<file path="src/rtl/prog_loader_pkg.sv">
// Shared definitions for the instruction-memory loader: FSM state codes,
// frame byte order and checksum/state-decode helpers.
package prog_loader_pkg;

    typedef enum logic [3:0] {
        ST_IDLE    = 4'd0,
        ST_LEN_HI  = 4'd1,
        ST_LEN_LO  = 4'd2,
        ST_DATA_HI = 4'd3,
        ST_DATA_LO = 4'd4,
        ST_WRITE   = 4'd5,
        ST_CSUM_HI = 4'd6,
        ST_CSUM_LO = 4'd7,
        ST_DONE    = 4'd8,
        ST_ERR     = 4'd9
    } state_t;

    // Every 16-bit frame field (LEN, data word, CSUM) arrives high byte first.
    localparam logic HI_BYTE_FIRST = 1'b1;

    function automatic logic [15:0] csum_add(input logic [15:0] acc, input logic [15:0] word);
        return acc + word;
    endfunction

    function automatic logic is_rx_state(input state_t s);
        logic r;
        case (s)
            ST_LEN_HI, ST_LEN_LO, ST_DATA_HI,
            ST_DATA_LO, ST_CSUM_HI, ST_CSUM_LO: r = 1'b1;
            default:                            r = 1'b0;
        endcase
        return r;
    endfunction

    function automatic logic is_busy_state(input state_t s);
        logic r;
        case (s)
            ST_IDLE, ST_DONE, ST_ERR: r = 1'b0;
            default:                  r = 1'b1;
        endcase
        return r;
    endfunction

endpackage

</file>
<file path="src/rtl/prog_loader_if.sv">
// Byte-stream handshake plus memory port B of the program loader.
interface prog_loader_if #(
    parameter int ADDR_W = 8
) ();
    logic              in_valid;
    logic [7:0]        in_data;
    logic              in_ready;
    logic [ADDR_W-1:0] mem_addr;
    logic [15:0]       mem_din;
    logic              mem_w_en;

    modport master (
        output in_valid, in_data,
        input  in_ready, mem_addr, mem_din, mem_w_en
    );

    modport slave (
        input  in_valid, in_data,
        output in_ready, mem_addr, mem_din, mem_w_en
    );
endinterface

</file>
<file path="src/rtl/prog_loader_byte_pair.sv">
// 8-to-16 assembler: holds the first byte of a field and presents the full
// word, with a valid flag, in the same cycle the second byte is accepted.
module prog_loader_byte_pair
    import prog_loader_pkg::*;
(
    input  logic        clk,
    input  logic        reset,
    input  logic        byte_valid,
    input  logic        byte_first,
    input  logic [7:0]  byte_in,
    output logic [15:0] word,
    output logic        word_valid
);
    logic [7:0] first_r;

    // Latch the first byte of each field.
    always_ff @(posedge clk) begin
        if (reset) begin
            first_r <= 8'd0;
        end else if (byte_valid && byte_first) begin
            first_r <= byte_in;
        end else begin
            first_r <= first_r;
        end
    end

    assign word       = HI_BYTE_FIRST ? {first_r, byte_in} : {byte_in, first_r};
    assign word_valid = byte_valid && !byte_first;

endmodule

</file>
<file path="src/rtl/prog_loader.sv">
// Instruction-memory loader: receives a length/data/checksum byte frame,
// writes the words to port B and releases the CPU only after a clean load.
module prog_loader
    import prog_loader_pkg::*;
#(
    parameter int ADDR_W    = 8,
    parameter int BASE_ADDR = 0
) (
    input  logic          clk,
    input  logic          reset,
    input  logic          start,
    prog_loader_if.slave  bus,
    output logic          cpu_hold,
    output logic          busy,
    output logic          done,
    output logic          error
);
    // Capacity may reach 2^16 words, hence one extra bit.
    localparam logic [16:0] CAP = 17'((64'd1 << ADDR_W) - 64'(BASE_ADDR));

    state_t            state_r, state_next_s;
    logic              in_ready_r, w_en_r, busy_r, done_r, error_r, cpu_hold_r;
    logic [15:0]       len_r, count_r, sum_r, din_r;
    logic [ADDR_W-1:0] addr_r;
    logic              accept_s, first_s, pair_valid_s;
    logic [15:0]       pair_word_s, count_inc_s;

    assign accept_s    = bus.in_valid && in_ready_r;
    assign first_s     = (state_r == ST_LEN_HI) || (state_r == ST_DATA_HI) || (state_r == ST_CSUM_HI);
    assign count_inc_s = count_r + 16'd1;

    prog_loader_byte_pair u_pair (
        .clk        (clk),
        .reset      (reset),
        .byte_valid (accept_s),
        .byte_first (first_s),
        .byte_in    (bus.in_data),
        .word       (pair_word_s),
        .word_valid (pair_valid_s)
    );

    // Next-state decode; start is only honoured outside an active load.
    always_comb begin
        state_next_s = state_r;
        case (state_r)
            ST_IDLE, ST_DONE, ST_ERR: begin
                if (start) state_next_s = ST_LEN_HI;
                else       state_next_s = state_r;
            end
            ST_LEN_HI: begin
                if (accept_s) state_next_s = ST_LEN_LO;
                else          state_next_s = state_r;
            end
            ST_LEN_LO: begin
                if (!pair_valid_s)                   state_next_s = state_r;
                else if ({1'b0, pair_word_s} > CAP)  state_next_s = ST_ERR;
                else if (pair_word_s == 16'd0)       state_next_s = ST_CSUM_HI;
                else                                 state_next_s = ST_DATA_HI;
            end
            ST_DATA_HI: begin
                if (accept_s) state_next_s = ST_DATA_LO;
                else          state_next_s = state_r;
            end
            ST_DATA_LO: begin
                if (pair_valid_s) state_next_s = ST_WRITE;
                else              state_next_s = state_r;
            end
            ST_WRITE: begin
                if (count_inc_s == len_r) state_next_s = ST_CSUM_HI;
                else                      state_next_s = ST_DATA_HI;
            end
            ST_CSUM_HI: begin
                if (accept_s) state_next_s = ST_CSUM_LO;
                else          state_next_s = state_r;
            end
            ST_CSUM_LO: begin
                if (!pair_valid_s)             state_next_s = state_r;
                else if (pair_word_s == sum_r) state_next_s = ST_DONE;
                else                           state_next_s = ST_ERR;
            end
            default: state_next_s = ST_IDLE;
        endcase
    end

    // State register; outputs are registered from the next state so they
    // decode exactly the state being entered.
    always_ff @(posedge clk) begin
        if (reset) begin
            state_r    <= ST_IDLE;
            in_ready_r <= 1'b0;
            w_en_r     <= 1'b0;
            busy_r     <= 1'b0;
            done_r     <= 1'b0;
            error_r    <= 1'b0;
            cpu_hold_r <= 1'b1;
        end else begin
            state_r    <= state_next_s;
            in_ready_r <= is_rx_state(state_next_s);
            w_en_r     <= (state_next_s == ST_WRITE);
            busy_r     <= is_busy_state(state_next_s);
            done_r     <= (state_next_s == ST_DONE);
            error_r    <= (state_next_s == ST_ERR);
            cpu_hold_r <= (state_next_s != ST_DONE);
        end
    end

    // Length, word, checksum and address datapath.
    always_ff @(posedge clk) begin
        if (reset) begin
            len_r   <= 16'd0;
            count_r <= 16'd0;
            sum_r   <= 16'd0;
            din_r   <= 16'd0;
            addr_r  <= ADDR_W'(BASE_ADDR);
        end else begin
            case (state_r)
                ST_IDLE, ST_DONE, ST_ERR: begin
                    if (start) begin
                        len_r   <= 16'd0;
                        count_r <= 16'd0;
                        sum_r   <= 16'd0;
                        addr_r  <= ADDR_W'(BASE_ADDR);
                    end
                end
                ST_LEN_LO: begin
                    if (pair_valid_s) len_r <= pair_word_s;
                end
                ST_DATA_LO: begin
                    if (pair_valid_s) din_r <= pair_word_s;
                end
                ST_WRITE: begin
                    sum_r   <= csum_add(sum_r, din_r);
                    count_r <= count_inc_s;
                    // Hold the address after the final word so it never wraps.
                    if (count_inc_s != len_r) addr_r <= addr_r + ADDR_W'(1);
                end
                default: begin
                end
            endcase
        end
    end

    assign bus.in_ready = in_ready_r;
    assign bus.mem_w_en = w_en_r;
    assign bus.mem_addr = addr_r;
    assign bus.mem_din  = din_r;
    assign cpu_hold     = cpu_hold_r;
    assign busy         = busy_r;
    assign done         = done_r;
    assign error        = error_r;

endmodule

</file>
<file path="src/flat_wrapper.sv">
// flat-port wrapper written by rule: the top's interface ports become plain ports
module prog_loader_flat import prog_loader_pkg::*;
#(
    parameter int ADDR_W    = 8,
    parameter int BASE_ADDR = 0
)
  (clk, reset, start, cpu_hold, busy, done, error, bus_in_valid, bus_in_data, bus_in_ready, bus_mem_addr, bus_mem_din, bus_mem_w_en);
  prog_loader_if #(.ADDR_W(ADDR_W)) bus_i ();
  input  logic clk;
  input  logic reset;
  input  logic start;
  output logic cpu_hold;
  output logic busy;
  output logic done;
  output logic error;
  input wire logic [$bits(bus_i.in_valid)-1:0] bus_in_valid;
  input wire logic [$bits(bus_i.in_data)-1:0] bus_in_data;
  output wire logic [$bits(bus_i.in_ready)-1:0] bus_in_ready;
  output wire logic [$bits(bus_i.mem_addr)-1:0] bus_mem_addr;
  output wire logic [$bits(bus_i.mem_din)-1:0] bus_mem_din;
  output wire logic [$bits(bus_i.mem_w_en)-1:0] bus_mem_w_en;
  assign bus_i.in_valid = bus_in_valid;
  assign bus_i.in_data = bus_in_data;
  assign bus_in_ready = bus_i.in_ready;
  assign bus_mem_addr = bus_i.mem_addr;
  assign bus_mem_din = bus_i.mem_din;
  assign bus_mem_w_en = bus_i.mem_w_en;
  prog_loader #(.ADDR_W(ADDR_W), .BASE_ADDR(BASE_ADDR)) u_core (.clk(clk), .reset(reset), .start(start), .bus(bus_i), .cpu_hold(cpu_hold), .busy(busy), .done(done), .error(error));
endmodule
</file>
<file path="config.mk">
export PLATFORM = sky130hd
export DESIGN_NAME = prog_loader_flat
export DESIGN_NICKNAME = d
export VERILOG_FILES = /design/src/rtl/prog_loader_pkg.sv /design/src/rtl/prog_loader_if.sv /design/src/rtl/prog_loader_byte_pair.sv /design/src/rtl/prog_loader.sv /design/src/flat_wrapper.sv
export SDC_FILE = /design/constraint.sdc
export NUM_CORES = 1
export LEC_CHECK = 0
export CORE_MARGIN = 8
export CORE_UTILIZATION = 59
export DETAILED_ROUTE_END_ITERATION = 8
export PLACE_DENSITY_LB_ADDON = 0.25
export SLEW_MARGIN = 5
export SYNTH_ARGS = -nofsm -noshare
export SYNTH_HDL_FRONTEND = slang
export SYNTH_HIERARCHICAL = 1
export SYNTH_SLANG_ARGS = --single-unit
</file>
<file path="constraint.sdc">
create_clock -name clk -period 4.2 [get_ports clk]
set_clock_uncertainty 0.1 [all_clocks]
set_input_delay 0.42 -clock clk [delete_from_list [all_inputs] [get_ports clk]]
set_output_delay 0.42 -clock clk [all_outputs]
set_load 0.01 [all_outputs]
</file>
==> results of run 1 <==
## cell usage after synthesis (5+ instances only)
library cell  number
ha_1              17
nor2_1            45
a21oi_1           79
nor2b_1            8
nor4_1             9
clkbuf_1          22
a21bo_2            7
xnor2_1           38
nand3_1           50
inv_1              8
nand4_1           11
o211ai_1           8
dfxtp_1           90
buf_2              5
a21o_1             7
o21bai_1           5
nand2_1           89
nor3_1             9
a22oi_1            8
xor2_1             9
or3_1              8
buf_4             11
o21ai_0           17
a311oi_1           5
## how the worst max path moves through the flow
stage / slack, ns / cells past startpoint / end
3_5_place_dp: 0.55 / 13 / u_core/bus.in_ready
2_1_floorplan: 1.11 / 15 / u_core/done
4_1_cts: 0.59 / 11 / u_core/done
6_report: 0.50 / 11 / u_core/bus.in_ready
3_3_place_gp: 0.71 / 13 / u_core/bus.in_ready
5_1_grt: 0.25 / 11 / u_core/bus.in_ready
## final cells by class
class / instances / area [um^2]
fill: 759 / 2900
timing repair buffer: 48 / 458
sequential: 90 / 1800
inverter: 9 / 33.8
clock buffer: 11 / 141
multi-input combinational: 507 / 3160
tap: 108 / 135
clock inverter: 4 / 52.6
## routing by layer
metal	share of wire, %	GRT usage [%]
met5	0	0
met4	2.3	8.02
met3	4.7	3.35
met2	49	35.9
met1	44	24.7
## critical path, delay by kind of cell (launching register included)
| family | cells | cell delay [ns] |
|---|---|---|
| simple gates | 8 | 2.05 |
| compound gates | 3 | 0.73 |
| flops | 1 | 0.69 |
## sequential cells by signal (all words and copies together) (netlist names)
register / flops
u_core/busy: 1
u_core/bus.mem_din: 16
u_core/sum_r: 16
u_core/u_pair/first_r: 8
u_core/len_r: 16
u_core/count_r: 16
u_core/done: 1
u_core/bus.in_ready: 1
u_core/state_r: 4
u_core/bus.mem_w_en: 1
u_core/bus.mem_addr: 8
u_core/error: 1
u_core/cpu_hold: 1
## power groups by stage
stage	Sequential [uW]	Combinational, uW	Clock [uW]
5_1_grt	864	113	636
6_report	863	104	598
2_1_floorplan	880	77.7	0
3_5_place_dp	883	102	0
3_3_place_gp	883	100	0
4_1_cts	863	103	612
## stage by stage
step / hold WS, ns / total power [uW] / utilization [%] / area, um^2 / instances
6_report: 0.375 / 1570 / 66.6 / 5780 / 777
5_1_grt: 0.389 / 1610 / 66.6 / 5780 / 777
4_1_cts: 0.373 / 1580 / 66.6 / 5780 / 777
3_5_place_dp: 0.360 / 985 / 64.4 / 5590 / 762
3_3_place_gp: 0.355 / 983 / 64.4 / 5590 / 762
2_1_floorplan: 0.343 / 958 / - / 5260 / 653
## cells by family after synthesis
family	synth area share (%)
flops	34.3
xor+xnor	7.83
fa+ha+maj	4.42
mux	1.19
simple gates	25.8
buf+inv	5.68
compound gates	20.8
==> impl_metrics.json, run 1 <==
{
  "power.density_nw_per_um2": 271,
  "ys_seq_elements": 90,
  "slowest_delay_ns": 0.69,
  "area_growth_pct": 9.92,
  "fin_crit_sh_pct": 88.0,
  "hold_depth": 2,
  "hp-class": "reg -> reg",
  "finalSetupTns_ns": 0,
  "grt_pass1_vias": 4545,
  "fp.coreArea_um2": 8680,
  "leakage_uw": 0.00209,
  "drt_iter0_drc": 310,
  "seqPwrFrac_pct": 55.1,
  "crit_required_ns": 4.32,
  "dp_hpwl_um": 9520,
  "firstDrtPassIters": 5,
  "drc": 0,
  "path_cells": "nand2b_1, a21oi_1, nor2b_1, nor4b_1, nand2_1, or3_1, nor2b_1, a221oi_1, o211ai_1, nor3b_2, nor3_1",
  "cp-end-kind": "flop",
  "die_w_um": 110,
  "grt_max_degree": 42,
  "ys.flop_type": "dfxtp_1",
  "synth-seq-area-share_pct": 34.3,
  "netlist_top_cells_area": "dfxtp_1, a21oi_1, nand2_1",
  "crit_start": "u_core/state_r[2]",
  "start_kind": "flop",
  "r2r_slack_ns": 0.50,
  "gp_congestion": 0.965,
  "rr_endpoint": "u_core/bus.in_ready",
  "layout.cells.most_common": "dfxtp_1",
  "tritoncts": "done",
  "drt_wl_total_um": 13400,
  "intPower_uw": 1180,
  "hold_viol": 0,
  "synthCells": 653,
  "layout_min_cycle_time_ns": 3.70,
  "nets": 695,
  "r2r.worst_path.cells": 11,
  "holdBufCountCts": 0,
  "synth_nets": 683,
  "avgSynthCellArea_um2": 8.06,
  "cts_root_buf": "clkbuf_8",
  "finalSetupViolations": 0,
  "combinationalPowerShare_pct": 6.7,
  "htree_levels": 3,
  "worstPathArrival_ns": 3.81,
  "layout_common_cells": "dfxtp_1, nand2_1, a21oi_1",
  "synth_warnings": 6,
  "p_sw_share_pct": 24.5,
  "viasPerCell": 6.22,
  "r2r_start": "u_core/state_r[2]",
  "overflow": 0,
  "die-area_um2": 12200,
  "yosys.cell_types.count": 72,
  "status": "complete, no violations",
  "start_util_pct": 60.6,
  "yosysTopAreaCell": "dfxtp_1",
  "io_pins": 42,
  "ant_nets": 0,
  "place_ws_ns": 0.551,
  "antennaDiodeCount": 0,
  "crit_type": "reg -> reg",
  "worst_pin_slew_ns": 1.12,
  "grt_first_pass_wirelength_um": 21700,
  "yosys.area.top_type_share_pct": 34.3,
  "synth_edf_count": 0,
  "synth_area_um2": 5260,
  "clock_latency_ns": 0.36,
  "antenna_found_initial": 0,
  "ctsResizeCount": 0,
  "fmax_mhz": 271,
  "core.rowCount": 34,
  "port_buffers": 41,
  "relSlewSlack_pct": 25.3,
  "vias": 4830,
  "rsz0062_at_grt": "no",
  "ir_drop_uv": 156,
  "clk_pin_slew_ns": 0.09,
  "cts.path.max_buffers": 2,
  "synthArstFlopShare_pct": 0,
  "worstHoldStart": "u_core/len_r[0]",
  "die_h_um": 110,
  "cts_sinks": 90,
  "maxCapViolCount": 0,
  "cts_buffers": 9,
  "wl_per_cell_um": 17.3,
  "p_sw_uw": 384,
  "worstPathMaxFanout": 19,
  "post_cts_buffers": 0,
  "drive_gt1_share_pct": 7.62,
  "crit_top_cell": "nor2b_1",
  "clockPowerShare_pct": 38.2,
  "hold_path_end": "u_core/len_r[0]",
  "slew_violations": 0,
  "setup_slack_ns": 0.504,
  "grt_use_total_pct": 20.6,
  "cp_slowest_cell": "dfxtp_1"
}
Power figures use the tool's default switching activity.
==> inputs of run 2 (changes only) <==
--- a/config.mk
+++ b/config.mk
@@ -12,5 +12,4 @@
 export SLEW_MARGIN = 5
 export SYNTH_ARGS = -nofsm -noshare
 export SYNTH_HDL_FRONTEND = slang
-export SYNTH_HIERARCHICAL = 1
 export SYNTH_SLANG_ARGS = --single-unit
==> impl_metrics.json, run 2 <==
{
  "yosys.cell_types.count": 65,
  "synth_warnings": 0,
  "cts_root_buf": "clkbuf_8",
  "finalSetupTns_ns": 0,
  "layout_common_cells": "dfxtp_1, nor2_1, nand2_1, a21oi_1, clkdlybuf4s50_1",
  "cp_slowest_cell": "or4_1",
  "dp_hpwl_um": 9920,
  "finalSetupViolations": 0,
  "ys.flop_type": "dfxtp_1",
  "firstDrtPassIters": 4,
  "holdBufCountCts": 0,
  "avgSynthCellArea_um2": 8.38,
  "hp-class": "reg -> reg",
  "rr_endpoint": "u_core.error",
  "cts.path.max_buffers": 2,
  "drt_wl_total_um": 13600,
  "cts_sinks": 90,
  "relSlewSlack_pct": 31.2,
  "synth_common_cells": "dfxtp_1, nor2_1, a21oi_1, nand2_1, mux2i_1",
  "worstPathArrival_ns": 3.06,
  "io_pins": 42,
  "grt_max_degree": 49,
  "power.density_nw_per_um2": 266,
  "fin_area_um2": 5870,
  "place_ws_ns": 1.29,
  "antennaDiodeCount": 0,
  "synthCells": 626,
  "grt_pass1_vias": 4668,
  "crit_required_ns": 4.33,
  "tritoncts": "done",
  "synth_edf_count": 0,
  "gp_congestion": 0.904,
  "r2r.worst_path.cells": 7,
  "synth.most_common_cell": "dfxtp_1",
  "layout_min_cycle_time_ns": 2.93,
  "overflow": 0,
  "ys_seq_elements": 90,
  "synth_area_um2": 5250,
  "viasPerCell": 6.29,
  "dpl_cell_area_um2": 5680,
  "maxCapViolCount": 0,
  "antenna_found_initial": 0,
  "hold-worst-slack_ns": 0.378,
  "die-area_um2": 12200,
  "htree_levels": 3,
  "nets": 676,
  "netlist_top_cells_area": "dfxtp_1, mux2i_1, xnor2_1",
  "layout.cells.most_common": "dfxtp_1",
  "worstPathMaxFanout": 9,
  "fp.coreArea_um2": 8680,
  "wl_per_cell_um": 17.9,
  "post_cts_buffers": 0,
  "crit_type": "reg -> reg",
  "drc": 0,
  "grt_use_total_pct": 23.5,
  "fmax_mhz": 341,
  "hold_viol": 0,
  "die_w_um": 110,
  "vias": 4776,
  "hold_path_end": "u_core.len_r[0]",
  "setup_slack_ns": 1.27,
  "slew_violations": 0,
  "grt_first_pass_wirelength_um": 22800,
  "clock_latency_ns": 0.36,
  "worstHoldStart": "u_core.len_r[0]",
  "drive_gt1_share_pct": 6.76,
  "yosys.area.top_type_share_pct": 34.3,
  "synthArstFlopShare_pct": 0,
  "fin_crit_sh_pct": 69.8,
  "start_util_pct": 60.5,
  "post-route-util_pct": 67.6,
  "hold_depth": 2,
  "leakage_uw": 0.00209,
  "ctsResizeCount": 0,
  "r2r_start": "u_core.count_r[0]",
  "area_growth_pct": 11.8,
  "clk_pin_slew_ns": 0.09,
  "drt_iter0_drc": 318,
  "cp-end-kind": "flop",
  "worst_pin_slew_ns": 1.03,
  "synth-seq-area-share_pct": 34.3,
  "rsz0062_at_grt": "no",
  "start_kind": "flop",
  "yosysTopAreaCell": "dfxtp_1",
  "core.rowCount": 34,
  "r2r_slack_ns": 1.27,
  "ir_drop_uv": 194,
  "path_cells": "ha_1, and3_1, nand3_1, or4_1, a2111oi_2, o21a_1, nor3_1",
  "slowest_delay_ns": 0.61,
  "cts_buffers": 9,
  "port_buffers": 41,
  "die_h_um": 110,
  "status": "complete, no violations",
  "ant_nets": 0,
  "synth_nets": 656
}
## run 2: final cells by class
class                      instances  area (um^2)
clock buffer                       9          124
clock inverter                     7         68.8
fill                             749         2810
inverter                          11         41.3
multi-input combinational        485         3230
sequential                        90         1800
tap                              108          135
timing repair buffer              49          465
## run 2: worst max-delay path by stage
| stage | startpoint | slack, ns | endpoint | cells after the start |
|---|---|---|---|---|
| 3_3_place_gp | bus_in_data[3] | 1.28 | u_core.bus.in_ready | 8 |
| 5_1_grt | u_core.count_r[0] | 1.02 | u_core.error | 7 |
| 4_1_cts | u_core.count_r[0] | 1.28 | u_core.error | 7 |
| 6_report | u_core.count_r[0] | 1.27 | u_core.error | 7 |
| 2_1_floorplan | u_core.count_r[0] | 1.67 | u_core.error | 8 |
| 3_5_place_dp | bus_in_data[3] | 1.29 | u_core.bus.in_ready | 8 |
## run 2: per-stage QoR
stage               total power [uW]  instances
floorplan                        946        626
global placement                 983        743
detailed placement               985        743
CTS                             1560        759
global route                    1610        759
finish                          1560        759
## run 2: cell families (layout without fill, tap and decap cells)
group | after synthesis | after routing | share of synthesized area (%)
mux | 35 | 35 | 6.68
buf+inv | 51 | 76 | 4.12
xor+xnor | 44 | 44 | 7.61
compound gates | 143 | 143 | 18.7
simple gates | 245 | 245 | 24.1
flops | 90 | 90 | 34.3
fa+ha+maj | 18 | 18 | 4.43
## run 2: where the power goes
group	total, uW	switching, uW	leakage [uW]	internal [uW]
Sequential	861	5.23	0.000725	856
Clock	595	321	0.0000954	274
Combinational	105	70.4	0.00127	34.7
## run 2: critical path, delay by kind of cell, from the launching register on
kind | cells | cell delay [ns]
simple gates | 4 | 1.08
compound gates | 2 | 0.70
flops | 1 | 0.53
fa+ha+maj | 1 | 0.39
## run 2: routing by layer
metal	up-vias	global-route usage [%]	routed length, um	part of all wire [%]
met5	-	0	0	0
met4	0	9.32	316	2.3
met3	30	3.78	757	5.6
met2	174	40.3	6640	49
met1	2242	28.8	5880	43
li1	2330	-	-	-
==> inputs of run 3 (changes only) <==
==> constraint.sdc (replaced) <==
create_clock -name clk -period 2.7 [get_ports clk]
set_clock_uncertainty 0.1 [all_clocks]
set_input_delay 0.27 -clock clk [delete_from_list [all_inputs] [get_ports clk]]
set_output_delay 0.27 -clock clk [all_outputs]
set_load 0.01 [all_outputs]
==> impl_metrics.json, run 3 (synthesis results as in run 2) <==
{
  "drt_iter0_drc": 305,
  "start_util_pct": 60.5,
  "clk_pin_slew_ns": 0.09,
  "htree_levels": 3,
  "hold_viol": 0,
  "overflow": 0,
  "cts_sinks": 90,
  "wl_per_cell_um": 18.4,
  "cts.path.max_buffers": 2,
  "critical_path.top_delay_family": "simple AND/OR/NAND/NOR gates",
  "fmax_mhz": 384,
  "layout_min_cycle_time_ns": 2.61,
  "grt_use_total_pct": 24.4,
  "fillers": 702,
  "cts_buffers": 9,
  "crit_required_ns": 2.84,
  "dpl_cell_area_um2": 5940,
  "cp_slowest_cell": "dfxtp_1",
  "crit_type": "reg -> reg",
  "r2r_start": "u_core.count_r[3]",
  "slowest_delay_ns": 0.60,
  "fin_crit_sh_pct": 96.6,
  "finalNonFillerCells": 794,
  "start_kind": "flop",
  "die_w_um": 110,
  "layout_common_cells": "dfxtp_1, nor2_1, nand2_1",
  "r2r_slack_ns": 0.09,
  "slew_violations": 0,
  "multi_input_area_um2": 3340,
  "grt_first_pass_wirelength_um": 23800,
  "area_growth_pct": 20.0,
  "antenna_found_initial": 0,
  "cts_root_buf": "clkbuf_8",
  "tritoncts": "done",
  "maxCapViolCount": 0,
  "ir_drop_uv": 248,
  "ant_nets": 0,
  "io_pins": 42,
  "power.density_nw_per_um2": 410,
  "worstPathMaxFanout": 12,
  "worstPathArrival_ns": 2.75,
  "port_buffers": 41,
  "seqPwrFrac_pct": 51.8,
  "hold_path_end": "u_core.sum_r[3]",
  "relSlewSlack_pct": 51.0,
  "hold_depth": 2,
  "worst_pin_slew_ns": 0.724,
  "clock_latency_ns": 0.36,
  "layout.cells.most_common": "dfxtp_1",
  "p_sw_uw": 627,
  "vias": 5025,
  "intPower_uw": 1960,
  "clockPowerShare_pct": 40.9,
  "die_h_um": 110,
  "leakage_uw": 0.00232,
  "gp_congestion": 0.986,
  "grt_max_degree": 64,
  "hp-class": "in -> reg",
  "combinationalPowerShare_pct": 7.3,
  "antennaDiodeCount": 0,
  "drt_wl_total_um": 14600,
  "seqCellArea_um2": 1810,
  "fp.coreArea_um2": 8680,
  "p_sw_share_pct": 24.3,
  "rr_endpoint": "u_core.bus.mem_addr[7]",
  "cp-end-kind": "flop",
  "r2r.worst_path.cells": 8,
  "drc": 0,
  "drive_gt1_share_pct": 13.8,
  "dp_hpwl_um": 10500,
  "path_buf_inv": 1,
  "viasPerCell": 6.33,
  "p_total_uw": 2580,
  "finalSetupViolations": 0,
  "grt_pass1_vias": 4835,
  "path_cells": "and4_1, a21oi_1, nor4_2, o2111ai_2, nor3_4, buf_12, a211oi_2, mux2i_1",
  "worstHoldStart": "reset",
  "nets": 711,
  "fin_area_um2": 6300,
  "firstDrtPassIters": 5,
  "core.rowCount": 34,
  "die-area_um2": 12200,
  "status": "complete, no violations",
  "dp.cells": 776
}
run 3: cell types whose count changed in the layout (fill, tap and decap cells not counted), sizes merged:
cell | previous run | this run
clkinvlp | 2 | 1
clkinv | 3 | 0
bufinv | 1 | 2
inv | 12 | 13
buf | 9 | 44
clkbuf | 9 | 11
run 3: worst reg2reg max path, stage by stage, from the launching register on:
cell and delay, ns:
dfxtp_1 0.60, and4_1 0.38, a21oi_1 0.12, nor4_2 0.36, o2111ai_2 0.27, nor3_4 0.27
buf_12 0.16, a211oi_2 0.08, mux2i_1 0.15
run 3: repair_timing:
item                       in CTS  in global routing
setup endpoints to repair       0                 15
setup buffers                   0                  2
resized for setup               0                 24
hold buffers                    0                  0
run 3: worst max-delay path by stage:
stage               cells past startpoint                endpoint         startpoint
CTS                                     8        u_core.sum_r[15]    u_core.sum_r[1]
floorplan                               8            u_core.error  u_core.count_r[0]
finish                                  8  u_core.bus.mem_addr[7]  u_core.count_r[3]
global placement                        9     u_core.bus.in_ready     bus_in_data[5]
detailed placement                      9     u_core.bus.in_ready     bus_in_data[5]
global route                            7            u_core.error  u_core.count_r[3]
run 3: final cells by class:
class                   count  share of cell area, %
multi-input cells         485                   53.0
flip-flops and latches     90                   28.7
repair buffers             84                   12.0
clock buffers              11                   2.24
well taps                 108                   2.15
clock inverters             5                   1.35
inverters                  11                  0.656
run 3: metal layers:
metal	global-route usage [%]	up-vias	wire length, um
met1	30.1	2401	6180
met5	0	-	0
met2	40.9	175	7150
li1	-	2410	-
met3	3.90	39	761
met4	11.0	0	494
run 3: power groups by stage:
stage | sequential [uW] | clock, uW | combinational (uW)
6_report | 1340 | 1060 | 187
5_1_grt | 1340 | 1120 | 203
4_1_cts | 1340 | 1060 | 184
3_5_place_dp | 1370 | 0 | 183
3_3_place_gp | 1370 | 0 | 181
2_1_floorplan | 1370 | 0 | 104
run 3: stage by stage:
stage / hold slack (ns) / setup TNS [ns] / utilization, % / setup slack (ns)
finish: 0.228 / 0 / 72.6 / 0.0931
global route: 0.235 / -0.0307 / 72.6 / -0.0168
CTS: 0.229 / 0 / 71.0 / 0.0110
detailed placement: 0.361 / -0.0801 / 68.4 / -0.0503
global placement: 0.353 / 0 / 68.4 / 0.0529
floorplan: 0.317 / 0 / - / 0.168
